File: src/rtl/serial_arith_pkg.sv
// ----------------------------------------------------------------------------
// serial_arith_pkg: shared types and limits for the bit-serial arithmetic blocks
// Rev 1.0
// ----------------------------------------------------------------------------
`default_nettype none

package serial_arith_pkg;

  localparam int MIN_WIDTH = 2;
  localparam int MAX_WIDTH = 64;

  typedef enum logic [1:0] {
    ST_IDLE = 2'd0,
    ST_RUN  = 2'd1,
    ST_DONE = 2'd2
  } sub_state_t;

endpackage

`default_nettype wire

File: src/rtl/full_subtractor_cell.sv
// ----------------------------------------------------------------------------
// full_subtractor_cell: combinational 1-bit full subtractor (a - b - bw_in)
// Rev 1.0
// ----------------------------------------------------------------------------
`default_nettype none

module full_subtractor_cell (
  input  logic a,
  input  logic b,
  input  logic bw_in,
  output logic d,
  output logic bw_out
);

  assign d      = a ^ b ^ bw_in;
  assign bw_out = (~a & b) | (~(a ^ b) & bw_in);

endmodule

`default_nettype wire

File: src/rtl/serial_subtractor.sv
// ----------------------------------------------------------------------------
// serial_subtractor: bit-serial LSB-first D = A - B - Bin with valid/ready I/O.
// Optional overflow flag output enabled by macro SERSUB_OVF_EN.  Rev 1.0
// ----------------------------------------------------------------------------
`default_nettype none

module serial_subtractor
  import serial_arith_pkg::*;
#(
  parameter int WIDTH = 8
) (
  input  logic             clk,
  input  logic             rst,
  input  logic             in_valid,
  output logic             in_ready,
  input  logic [WIDTH-1:0] A,
  input  logic [WIDTH-1:0] B,
  input  logic             Bin,
  output logic             out_valid,
  input  logic             out_ready,
  output logic [WIDTH-1:0] D,
  output logic             Bout
`ifdef SERSUB_OVF_EN
  ,
  output logic             ovf
`endif
);

  localparam int CNT_W = $clog2(WIDTH);
  localparam logic [CNT_W-1:0] LAST_CNT = CNT_W'(WIDTH - 1);

  generate
    if (WIDTH < MIN_WIDTH || WIDTH > MAX_WIDTH) begin : g_bad_width
      $error("serial_subtractor: WIDTH out of range");
    end
  endgenerate

  sub_state_t       state;
  sub_state_t       state_next;
  logic [WIDTH-1:0] a_sr;
  logic [WIDTH-1:0] b_sr;
  logic [WIDTH-1:0] d_sr;
  logic [CNT_W-1:0] cnt;
  logic             bw;
  logic             bout_r;
  logic             cell_d;
  logic             cell_bw;
  logic             last_bit;

  assign last_bit = (state == ST_RUN) && (cnt == LAST_CNT);

  full_subtractor_cell u_cell (
    .a      (a_sr[0]),
    .b      (b_sr[0]),
    .bw_in  (bw),
    .d      (cell_d),
    .bw_out (cell_bw)
  );

  // State register
  always_ff @(posedge clk) begin
    if (rst) begin
      state <= ST_IDLE;
    end else begin
      state <= state_next;
    end
  end

  // Next-state logic
  always_comb begin
    state_next = state;
    case (state)
      ST_IDLE: if (in_valid)           state_next = ST_RUN;
      ST_RUN:  if (cnt == LAST_CNT)    state_next = ST_DONE;
      ST_DONE: if (out_ready)          state_next = ST_IDLE;
      default:                         state_next = ST_IDLE;
    endcase
  end

  // Output decode
  always_comb begin
    in_ready  = (state == ST_IDLE);
    out_valid = (state == ST_DONE);
  end

  // Datapath: operands shift right, result bits enter from the MSB side
  always_ff @(posedge clk) begin
    if (rst) begin
      a_sr   <= '0;
      b_sr   <= '0;
      d_sr   <= '0;
      cnt    <= '0;
      bw     <= 1'b0;
      bout_r <= 1'b0;
    end else begin
      if (state == ST_IDLE && in_valid) begin
        a_sr <= A;
        b_sr <= B;
        bw   <= Bin;
        cnt  <= '0;
      end else if (state == ST_RUN) begin
        a_sr <= a_sr >> 1;
        b_sr <= b_sr >> 1;
        d_sr <= {cell_d, d_sr[WIDTH-1:1]};
        bw   <= cell_bw;
        cnt  <= cnt + CNT_W'(1);
        if (last_bit) begin
          bout_r <= cell_bw;
        end
      end
    end
  end

  assign D    = d_sr;
  assign Bout = bout_r;

`ifdef SERSUB_OVF_EN
  logic ovf_r;

  // Signed overflow: borrow into the MSB differs from borrow out of it
  always_ff @(posedge clk) begin
    if (rst) begin
      ovf_r <= 1'b0;
    end else if (last_bit) begin
      ovf_r <= bw ^ cell_bw;
    end
  end

  assign ovf = ovf_r;
`endif

endmodule

`default_nettype wire

File: config.mk
export PLATFORM = sky130hd
export DESIGN_NAME = serial_subtractor
export DESIGN_NICKNAME = d
export VERILOG_FILES = /design/src/rtl/serial_arith_pkg.sv /design/src/rtl/full_subtractor_cell.sv /design/src/rtl/serial_subtractor.sv
export SDC_FILE = /design/constraint.sdc
export NUM_CORES = 1
export LEC_CHECK = 0
export BUFFER_PORTS_ARGS = -buffer_cell sky130_fd_sc_hd__buf_2
export CORE_MARGIN = 10
export CORE_UTILIZATION = 35
export DETAILED_ROUTE_END_ITERATION = 16
export PLACE_DENSITY = 0.56
export SLEW_MARGIN = 10
export SYNTH_ARGS = -nofsm -noshare
export SYNTH_HDL_FRONTEND = slang
export SYNTH_SLANG_ARGS = --single-unit
File: constraint.sdc
create_clock -name clk -period 3.4 [get_ports clk]
set_input_delay 0.68 -clock clk [delete_from_list [all_inputs] [get_ports clk]]
set_output_delay 0.68 -clock clk [all_outputs]
set_load 0.01 [all_outputs]
Yosys cells after proc, flatten, opt, wreduce, memory -nomap -nowiden
Cells that the tools add are included.
- $add $sub $neg: 1
- $mul: 0
- div/mod/pow operators: 0
- $lt $le $gt $ge: 0
- eq/ne operators: 6
- shift operators: 0
- mux-type cells: 10
- bitwise operators: 8
- reductions and logical operators: 8
- operators by type and width (cell ; number):
    $mux 8 ; 4
    $mux 2 ; 3
    $pmux 2 s3 ; 1
    $reduce_and 3->1 ; 2
    $ne 2x1->1 const B ; 2
    $add 3x1->3 const B ; 1
    $eq 3x3->1 const B ; 1
    $not 1->1 ; 3
    $and 1x1->1 ; 2
    $eq 2x1->1 const B ; 1
    $eq 2x2->1 const B ; 1
    $logic_and 1x1->1 ; 2
    $logic_not 2->1 ; 1
    $mux 1 ; 2
    $ne 2x2->1 const B ; 1
    $reduce_and 2->1 ; 1
    $reduce_bool 2->1 ; 1
    $reduce_or 2->1 ; 1
    $xor 1x1->1 ; 2
    $or 1x1->1 ; 1
- register bits after elaboration: 31
- bits in latches: 0
- RAM bits: 0
- memory bits (read-only): 0
- bits of input ports: 21
- memories kept: 0

Longest topological paths before layout
Gate-level depths: netlist (run 1).
- word-level depth: 6
- depth in mapped cells: 6

Hierarchy
A second synthesis (run 1) with hierarchy kept.
- cells, all modules: 169
- area total of the unflattened synthesis: 1392.6 µm²
- by module, submodules not included (module ; instances ; cells each ; area each (µm²) ; seq. area each (µm²)):
    serial_subtractor ; 1 ; 165 ; 1361.3 ; 620.6
    full_subtractor_cell ; 1 ; 4 ; 31.3 ; 0.0

Worst setup path after synthesis (run 1)
Ideal clock, no wire load.
- path type: input port to flip-flop
- from: input in_valid
- to: register b_sr[2]
- arrival: 1.428 ns
- required time: 3.264 ns
- slack: 1.837 ns
- cell stages on the path: 5
- path buffers: 2
- cell sequence: or3b_1 > buf_6 > buf_8 > nor2_1 > a211oi_2
- word-level cells in the longest chain between the ends: 2
- ends and longest elaborated chain (element ; line ; RTL):
    start, declared ; serial_subtractor.sv:14 ; input logic in_valid,
    $logic_and 1x1->1 (*) ; serial_subtractor.sv:96 ; if (state == ST_IDLE && in_valid) begin
    $mux 8 or $reduce_bool 2->1 (tied branches) ; - ;
    end signal, assigned ; serial_subtractor.sv:103 ; b_sr <= b_sr >> 1;
    end, declared ; serial_subtractor.sv:41 ; logic [WIDTH-1:0] b_sr;
Mark *: on every way between the ends. The rest lies on a longest branch, timed or not.
A chain may end at the register's enable or synchronous reset.

Worst setup path after layout (run 1)
- from: register state[0]
- to: register bout_r, in the netlist Bout
- word-level cells in the longest chain between the ends: 4
- ends and longest elaborated chain (element ; line ; RTL):
    start, declared ; serial_subtractor.sv:38 ; sub_state_t state;
    start signal, assigned ; serial_subtractor.sv:65 ; state <= state_next;
    $logic_not 2->1 ; serial_subtractor.sv:96 ;
    $logic_and 1x1->1 ; serial_subtractor.sv:96 ;
    $not 1->1 (no line) ; - ;
    $reduce_and 3->1 (no line) (*) ; - ;
    end signal, assigned ; serial_subtractor.sv:108 ; bout_r <= cell_bw;
    end, declared ; serial_subtractor.sv:45 ; logic bout_r;
Marks and branches as above.

==> results of run 1 <==
report_power, final:
part / internal (mW) / switching (mW) / leakage [nW]
logic: 0.0440 / 0.0589 / 0.355
clock network: 0.184 / 0.125 / 0.0515
registers: 0.385 / 0.0147 / 0.254
routing by layer:
metal / global-route usage / routed length [um]
met3: 0.0400 / 227
met1: 0.101 / 1400
met2: 0.132 / 1360
met4: 0.0415 / 32
met5: 0 / 0
worst register-to-register path, stage by stage (launching register included):
cell and delay [ns]:
dfxtp_1 0.62, nor2b_2 0.84, a21oi_1 0.16, a311oi_1 0.27
area by class of cell:
| cell class | count | area (um^2) | share of cell area |
|---|---|---|---|
| clock buffer | 8 | 100 | 0.0618 |
| inverter | 3 | 11.3 | 0.00696 |
| multi-input combinational | 116 | 672 | 0.415 |
| sequential | 31 | 621 | 0.383 |
| tap | 48 | 60.1 | 0.0371 |
| timing repair buffer | 31 | 155 | 0.0958 |
state kept, by name, summed over array words and instances (netlist names):
name / cells
b_sr: 8
a_sr: 8
state: 2
cnt: 3
Bout: 1
D: 8
bw: 1
metrics by stage:
stage                util  hold WS (ns)  cell area [um^2]  total power [mW]
finish              0.429         0.456              1620             0.813
floorplan               -         0.437              1400             0.491
global route        0.429         0.475              1620             0.857
detailed placement  0.403         0.452              1520             0.512
global placement    0.403         0.443              1520             0.509
CTS                 0.429         0.459              1620             0.823
cells in the final DEF, fill, tap and decap left out, drive strengths merged, types with 2 or more instances in the layout:
cell | netlist | routed
buf | 10 | 31
a21oi | 25 | 25
nor3 | 7 | 7
nor2b | 2 | 2
nand3 | 2 | 2
a311oi | 2 | 2
inv | 3 | 3
mux2i | 2 | 2
a211oi | 10 | 10
nand2b | 4 | 4
nor2 | 18 | 18
dfxtp | 31 | 31
ha | 2 | 2
clkbuf | 3 | 8
nand2 | 31 | 31
or3b | 5 | 5
how the worst min path moves through the flow:
stage                                     from              endpoint  slack, ns  cells past startpoint
after global routing      b_sr[2]$_SDFFE_PP0P_  b_sr[1]$_SDFFE_PP0P_       0.47                      2
after floorplan           a_sr[6]$_SDFFE_PP0P_  a_sr[5]$_SDFFE_PP0P_       0.44                      2
after detailed placement  a_sr[6]$_SDFFE_PP0P_  a_sr[5]$_SDFFE_PP0P_       0.45                      2
final                        D[0]$_SDFFE_PP0P_     D[0]$_SDFFE_PP0P_       0.46                      2
after global placement       D[0]$_SDFFE_PP0P_     D[0]$_SDFFE_PP0P_       0.44                      2
after CTS                 b_sr[2]$_SDFFE_PP0P_  b_sr[1]$_SDFFE_PP0P_       0.46                      2
cell families (layout without fill, tap and decap cells):
logic type / Yosys count / after routing
AND/OR/NAND/NOR: 70 / 70
AO/OA/AOI/OAI: 40 / 40
flip-flops: 31 / 31
buffers and inverters: 16 / 42
adder cells (fa/ha/maj): 3 / 3
multiplexers: 2 / 2
XOR/XNOR: 1 / 1
==> results.yml, run 1 <==
worst_setup_path:
  critical_path.top_delay_family: "simple AND/OR/NAND/NOR gates"
  start_kind: "flip-flop"
  slowest_delay_ns: 0.84
  reg2reg_slack_ns: 1.42
  critPathLaunch: "state[0]$_SDFFE_PP0P_"
  worstSetupPathType: "flip-flop to flip-flop"
  reg2reg_from: "state[0]$_SDFFE_PP0P_"
  arrival_ns: 2.17
  crit_cells: 3
  end_kind: "flip-flop"
  reg2reg_depth: 3
  path_buf_inv: 0
  slowest_stage: "nor2b_2"
  crit_required_ns: 3.58
  endpoint: "Bout$_SDFFE_PP0P_"
  cp_max_fo: 23
  crit_chain: "nor2b_2 > a21oi_1 > a311oi_1"
  worstReg2RegEnd: "Bout$_SDFFE_PP0P_"
route:
  drcViolationCount: 0
  wirelength_mm: 3.02
  viasPerCell: 4.96
  first_pass_iters: 4
  postRouteAntennaNets: 0
  routedWlPerCell_um: 12.7
  drt_iter0_markers: 89
  vias: 1176
clock_tree:
  root_buffer: "clkbuf_8"
  cts_buffers: 5
  clkLatencyLatePin_ns: 0.28
  cts_hold_buffers: 0
  cts_buffer_depth: 2
  postCtsSetupBuffers: 0
  clkTransAtPathRegs_ns: 0.06
  clock-sinks: 31
  htreeDepth: 2
  cts.repair.resized: 0
  tritoncts: "built"
synth:
  synthMuxAreaShare: 0.0143
  async_reset_ff_frac: 0
  synth-xor-area-share: 0.00625
  seq_area_frac_synth: 0.443
  synth_compound_area_frac: 0.188
  synth_adder_area_share: 0.0321
  syn_avg_cell_area_um2: 8.60
  synthDistinctLibCells: 30
  synth_seq_cells: 31
  yosys.area_share.simple: 0.238
  yosysTopAreaCell: "dfxtp_1"
  yosys-top-cells-count: "31 x dfxtp_1, 31 x nand2_1, 25 x a21oi_1"
  synth_edf_count: 0
  synth_ff_type: "dfxtp_1"
  synth_area_um2: 1400
  syn-num-nets: 187
  synthCells: 163
  synth_top_family_by_area: "simple AND/OR/NAND/NOR gates"
  netlist_top_cells_area: "dfxtp_1 44%, a21oi_1 8.9%, nand2_1 8.3%"
  yosysWarnings: 0
  yosysTopAreaCellShare: 0.443
sta:
  fin_skew_ns: 0.00181
  worst_slack_ns: 1.42
  slew_viol_final: 0
  worst_pin_slew_ns: 0.911
  slew_headroom: 0.390
  setup_viol: 0
  period_minus_slack_ns: 1.98
  final_hold_viol_count: 0
  grt_setup_unrepaired: "false"
  finalCritPeriodShare: 0.584
  max_clock_freq_mhz: 504
  fin_tns_setup_ns: 0
power_and_ir_drop:
  power_density_nw_per_um2: 502
  p_leak_nw: 0.660
  ir_worst_vdd_mv: 0.222
global_route:
  grt-ovfl-total: 0
  grt_pass1_vias: 1113
  grt_start_max_net_pins: 32
  grt_antenna_before_repair: 0
  grt_use_total: 0.0871
  grt_pass1_wl_mm: 5.10
outcome:
  status: "complete, no violations"
run:
  maxCapViolations: 0
die:
  die_x_um: 83.3
  num_rows: 22
  die_h_um: 83.3
  dieArea_um2: 6930
  core_um2: 3770
  io_pins: 32
  start_util: 0.372
cells_and_area:
  nets: 212
  area_delta_synth_final_pct: 15.5
  finalNonFillerCells: 237
  drive_above_1_share: 0.249
  insertedDiodeCount: 0
  fill_cells: 370
min_path:
  hold_class: "flip-flop to flip-flop"
place:
  dpl_worst_slack_ns: 1.42
  port_buffers: 31
  placedCellCount: 229
  finalWeightedCongestion: 0.778
  dpl.hpwl_mm: 2.14
Note: power is estimated with default switching activity, not from simulation.
==> run 2: changes to the inputs <==
Clock period 3.4 ns to 1.85 ns, I/O delays scaled along.
==> run 2 against run 1 <==
Cell count up 2.1%. Flip-flop and latch count unchanged. Clock power up 85%. Die area unchanged. Utilization up 1.0 points. Total power up 86%. Sequential power up 84%. Register-to-register slack worse by 1.1 ns. First-iteration DRC count down 51%. Largest cell class unchanged.
==> results.yml, run 2 (synthesis results as in run 1) <==
die:
  num_rows: 22
  core_um2: 3770
  io_pins: 32
  dieArea_um2: 6930
  die_h_um: 83.3
  die_x_um: 83.3
  start_util: 0.372
worst_setup_path:
  end_kind: "flip-flop"
  start_kind: "flip-flop"
  reg2reg_slack_ns: 0.27
  reg2reg_from: "state[0]$_SDFFE_PP0P_"
  worstSetupPathType: "flip-flop to flip-flop"
  reg2reg_depth: 3
  cp_max_fo: 15
  arrival_ns: 1.77
  worstReg2RegEnd: "b_sr[6]$_SDFFE_PP0P_"
  crit_required_ns: 2.04
clock_tree:
  tritoncts: "built"
  clkLatencyLatePin_ns: 0.28
  clock-sinks: 31
  cts_buffers: 5
  clkTransAtPathRegs_ns: 0.06
  cts_hold_buffers: 0
  htreeDepth: 2
  cts.repair.resized: 0
  postCtsSetupBuffers: 0
  root_buffer: "clkbuf_8"
  cts_buffer_depth: 2
outcome:
  status: "complete, no violations"
global_route:
  grt-ovfl-total: 0
  grt_start_max_net_pins: 32
  grt_pass1_wl_mm: 5.48
  grt_pass1_vias: 1217
  grt_use_total: 0.0939
  grt_antenna_before_repair: 0
sta:
  fin_skew_ns: 0.00440
  fin_tns_setup_ns: 0
  finalCritPeriodShare: 0.853
  slew_viol_final: 0
  setup_viol: 0
  max_clock_freq_mhz: 634
  final_hold_viol_count: 0
  worst_pin_slew_ns: 0.615
  hold-worst-slack_ns: 0.330
  grt_setup_unrepaired: "false"
  slew_headroom: 0.590
  period_minus_slack_ns: 1.58
route:
  drt_iter0_markers: 44
  viasPerCell: 4.93
  first_pass_iters: 4
  drcViolationCount: 0
  wirelength_mm: 3.19
  routedWlPerCell_um: 13.2
  vias: 1194
  postRouteAntennaNets: 0
min_path:
  hp-start: "A[7]"
  holdPathEnd: "a_sr[7]$_SDFFE_PP0P_"
  hold_class: "input port to flip-flop"
  min_path_cells: 3
place:
  port_buffers: 31
  finalWeightedCongestion: 0.774
  dpl.hpwl_mm: 2.28
cells_and_area:
  layout_common_cells: "31 x dfxtp_1, 31 x nand2_1, 31 x buf_2"
  nets: 217
  area_delta_synth_final_pct: 18.2
  drive_above_1_share: 0.268
  insertedDiodeCount: 0
power_and_ir_drop:
  p_leak_nw: 0.684
  ir_worst_vdd_mv: 0.465
  power_density_nw_per_um2: 913
run:
  maxCapViolations: 0
-- run 2: layout make-up --
type	count	area [um^2]
repair buffers	36	193
inverters	3	11.3
flip-flops and latches	31	621
clock buffers	8	100
well taps	48	60.1
fillers	386	2110
multi-input cells	116	672
-- run 2: layer usage --
| metal | share of wire | track usage | vias to the layer above |
|---|---|---|---|
| met4 | 0.016 | 0.0415 | 0 |
| li1 | - | - | 609 |
| met3 | 0.061 | 0.0400 | 5 |
| met2 | 0.46 | 0.153 | 33 |
| met5 | 0 | 0 | - |
| met1 | 0.47 | 0.103 | 547 |
-- run 2: report_power, final --
group | total, mW | switching, mW | internal (mW)
clock network | 0.573 | 0.234 | 0.339
logic | 0.205 | 0.113 | 0.0916
registers | 0.735 | 0.0269 | 0.708
-- run 2: metrics by stage --
| step | cell area, um^2 | utilization | power, mW | std cells | setup slack (ns) |
|---|---|---|---|---|---|
| after global placement | 1560 | 0.413 | 0.947 | 234 | 0.349 |
| after detailed placement | 1560 | 0.413 | 0.955 | 234 | 0.295 |
| final | 1660 | 0.439 | 1.51 | 242 | 0.272 |
| after floorplan | 1400 | - | 0.902 | 163 | 0.597 |
| after CTS | 1660 | 0.439 | 1.53 | 242 | 0.266 |
| after global routing | 1660 | 0.439 | 1.59 | 242 | 0.126 |
-- run 2: worst max path at each step --
stage	start	to	slack [ns]
finish	state[0]$_SDFFE_PP0P_	b_sr[6]$_SDFFE_PP0P_	0.27
global route	state[0]$_SDFFE_PP0P_	b_sr[6]$_SDFFE_PP0P_	0.13
CTS	state[0]$_SDFFE_PP0P_	b_sr[6]$_SDFFE_PP0P_	0.27
detailed placement	state[0]$_SDFFE_PP0P_	b_sr[6]$_SDFFE_PP0P_	0.29
global placement	in_valid	b_sr[4]$_SDFFE_PP0P_	0.35
floorplan	in_valid	b_sr[2]$_SDFFE_PP0P_	0.60
-- run 2: critical path, stage by stage, from the launching register on --
cell	delay, ns
dfxtp_1	0.61
or3b_1	0.52
nor2_1	0.12
a311oi_2	0.24
==> run 3: changes to the inputs <==
Settings changed: BUFFER_PORTS_ARGS -buffer_cell sky130_fd_sc_hd__buf_2 to -buffer_cell sky130_fd_sc_hd__clkbuf_2.
==> run 3 against run 2 <==
Sequential power barely moved. Total power increased by 6.6%. Non-clock buffer count unchanged. Register-to-register slack about the same. Sequential share of layout area down 0.39 points. Via count shrank 1.2%. Worst setup slack lost 0.027 ns. Critical path depth down 1. First-iteration DRC count is 11% higher. Critical endpoint is now out_valid. Highest routed layer unchanged.
==> results.yml, run 3 (synthesis results as in run 1) <==
outcome:
  status: "complete, no violations"
global_route:
  grt_busiest_layer: "met2"
  grt_pass1_vias: 1161
  grt_use_total: 0.0932
  grt_use_met2: 0.147
  met1_usage: 0.101
  grt_antenna_before_repair: 0
  grt_start_max_net_pins: 32
  gr-usage-met3: 0.0420
  grt-ovfl-total: 0
  grt_pass1_wl_mm: 5.35
clock_tree:
  tritoncts: "built"
  cts.repair.resized: 0
  clock-sinks: 31
  cts_buffer_depth: 2
  htreeDepth: 2
  clkTransAtPathRegs_ns: 0.06
  root_buffer: "clkbuf_8"
  cts_hold_buffers: 0
  postCtsSetupBuffers: 0
  clkLatencyLatePin_ns: 0.28
  cts_buffers: 5
worst_setup_path:
  crit_chain: "nor2b_1 > clkbuf_2"
  cp_max_fo: 11
  end_kind: "output port"
  reg2reg_slack_ns: 0.28
  slowest_delay_ns: 0.55
  crit_required_ns: 1.48
  arrival_ns: 1.23
  worstSetupPathType: "flip-flop to output port"
  slowest_stage: "dfxtp_1"
  start_kind: "flip-flop"
route:
  viasPerCell: 4.88
  wirelength_mm: 3.21
  drcViolationCount: 0
  postRouteAntennaNets: 0
  routedWlPerCell_um: 13.3
  first_pass_iters: 4
  drt_iter0_markers: 49
  vias: 1180
cells_and_area:
  multi_input_area_um2: 672
  fill_cells: 377
  finalNonFillerCells: 242
  insertedDiodeCount: 0
  area_delta_synth_final_pct: 19.5
  final_core_util: 0.444
  drive_above_1_share: 0.273
  layout_common_cells: "31 x dfxtp_1, 31 x nand2_1, 31 x clkbuf_2"
  seqCellArea_um2: 621
  final_area_um2: 1670
  nets: 217
sta:
  worst_pin_slew_ns: 0.684
  finalCritPeriodShare: 0.867
  fin_tns_setup_ns: 0
  grt_setup_unrepaired: "false"
  period_minus_slack_ns: 1.60
  max_clock_freq_mhz: 623
  worst_slack_ns: 0.245
  slew_viol_final: 0
  fin_skew_ns: 0.00283
  slew_headroom: 0.544
  hold-worst-slack_ns: 0.312
  final_hold_viol_count: 0
  setup_viol: 0
power_and_ir_drop:
  p_leak_nw: 0.690
  ir_worst_vdd_mv: 0.578
  total_power_mw: 1.61
  power_density_nw_per_um2: 964
die:
  start_util: 0.372
  io_pins: 32
  die_h_um: 83.3
  die_x_um: 83.3
  core_um2: 3770
  dieArea_um2: 6930
  num_rows: 22
place:
  dpl.hpwl_mm: 2.35
  dpl_worst_slack_ns: 0.282
  port_buffers: 31
  finalWeightedCongestion: 0.762
  placed_area_um2: 1560
  placedCellCount: 234
run:
  maxCapViolations: 0
min_path:
  hold_class: "input port to flip-flop"
==> run 3: cell types whose count changed in the layout (fill, tap and decap cells not counted), sizes merged <==
| cell | delta |
|---|---|
| buf | -31 |
| bufinv | +1 |
| clkbuf | +29 |
| clkinv | +1 |
==> run 3: layer usage <==
layer / vias to the layer above / part of all wire
met5: - / 0
met4: 0 / 0.020
met3: 7 / 0.071
met2: 30 / 0.46
met1: 535 / 0.45
li1: 608 / -
==> run 3: area by class of cell <==
class                   instances  share of cell area
clock buffers                   6              0.0493
clock inverters                 2              0.0209
inverters                       3             0.00673
multi-input cells             116               0.401
flip-flops and latches         31               0.371
well taps                      48              0.0359
repair buffers                 36               0.115
==> run 3: worst paths after layout <==
kind / from / endpoint / depth (start not counted)
setup reg to reg: state[0]$_SDFFE_PP0P_ / b_sr[6]$_SDFFE_PP0P_ / 3
hold reg to reg: a_sr[5]$_SDFFE_PP0P_ / a_sr[4]$_SDFFE_PP0P_ / 2
setup / recovery: state[1]$_SDFFE_PP0P_ / out_valid / 2
hold / removal: B[7] / b_sr[7]$_SDFFE_PP0P_ / 3
==> run 3: critical path: cells and delay by family (launching register included) <==
family	cells	cell delay (ns)
and+or+nand+nor	1	0.24
DFF	1	0.55
buffers and inverters	1	0.16
==> run 3: where the power goes <==
part | switching, mW | total, mW | internal, mW
logic | 0.113 | 0.203 | 0.0909
registers | 0.0272 | 0.736 | 0.708
clock network | 0.240 | 0.675 | 0.435
total | 0.379 | 1.61 | 1.23
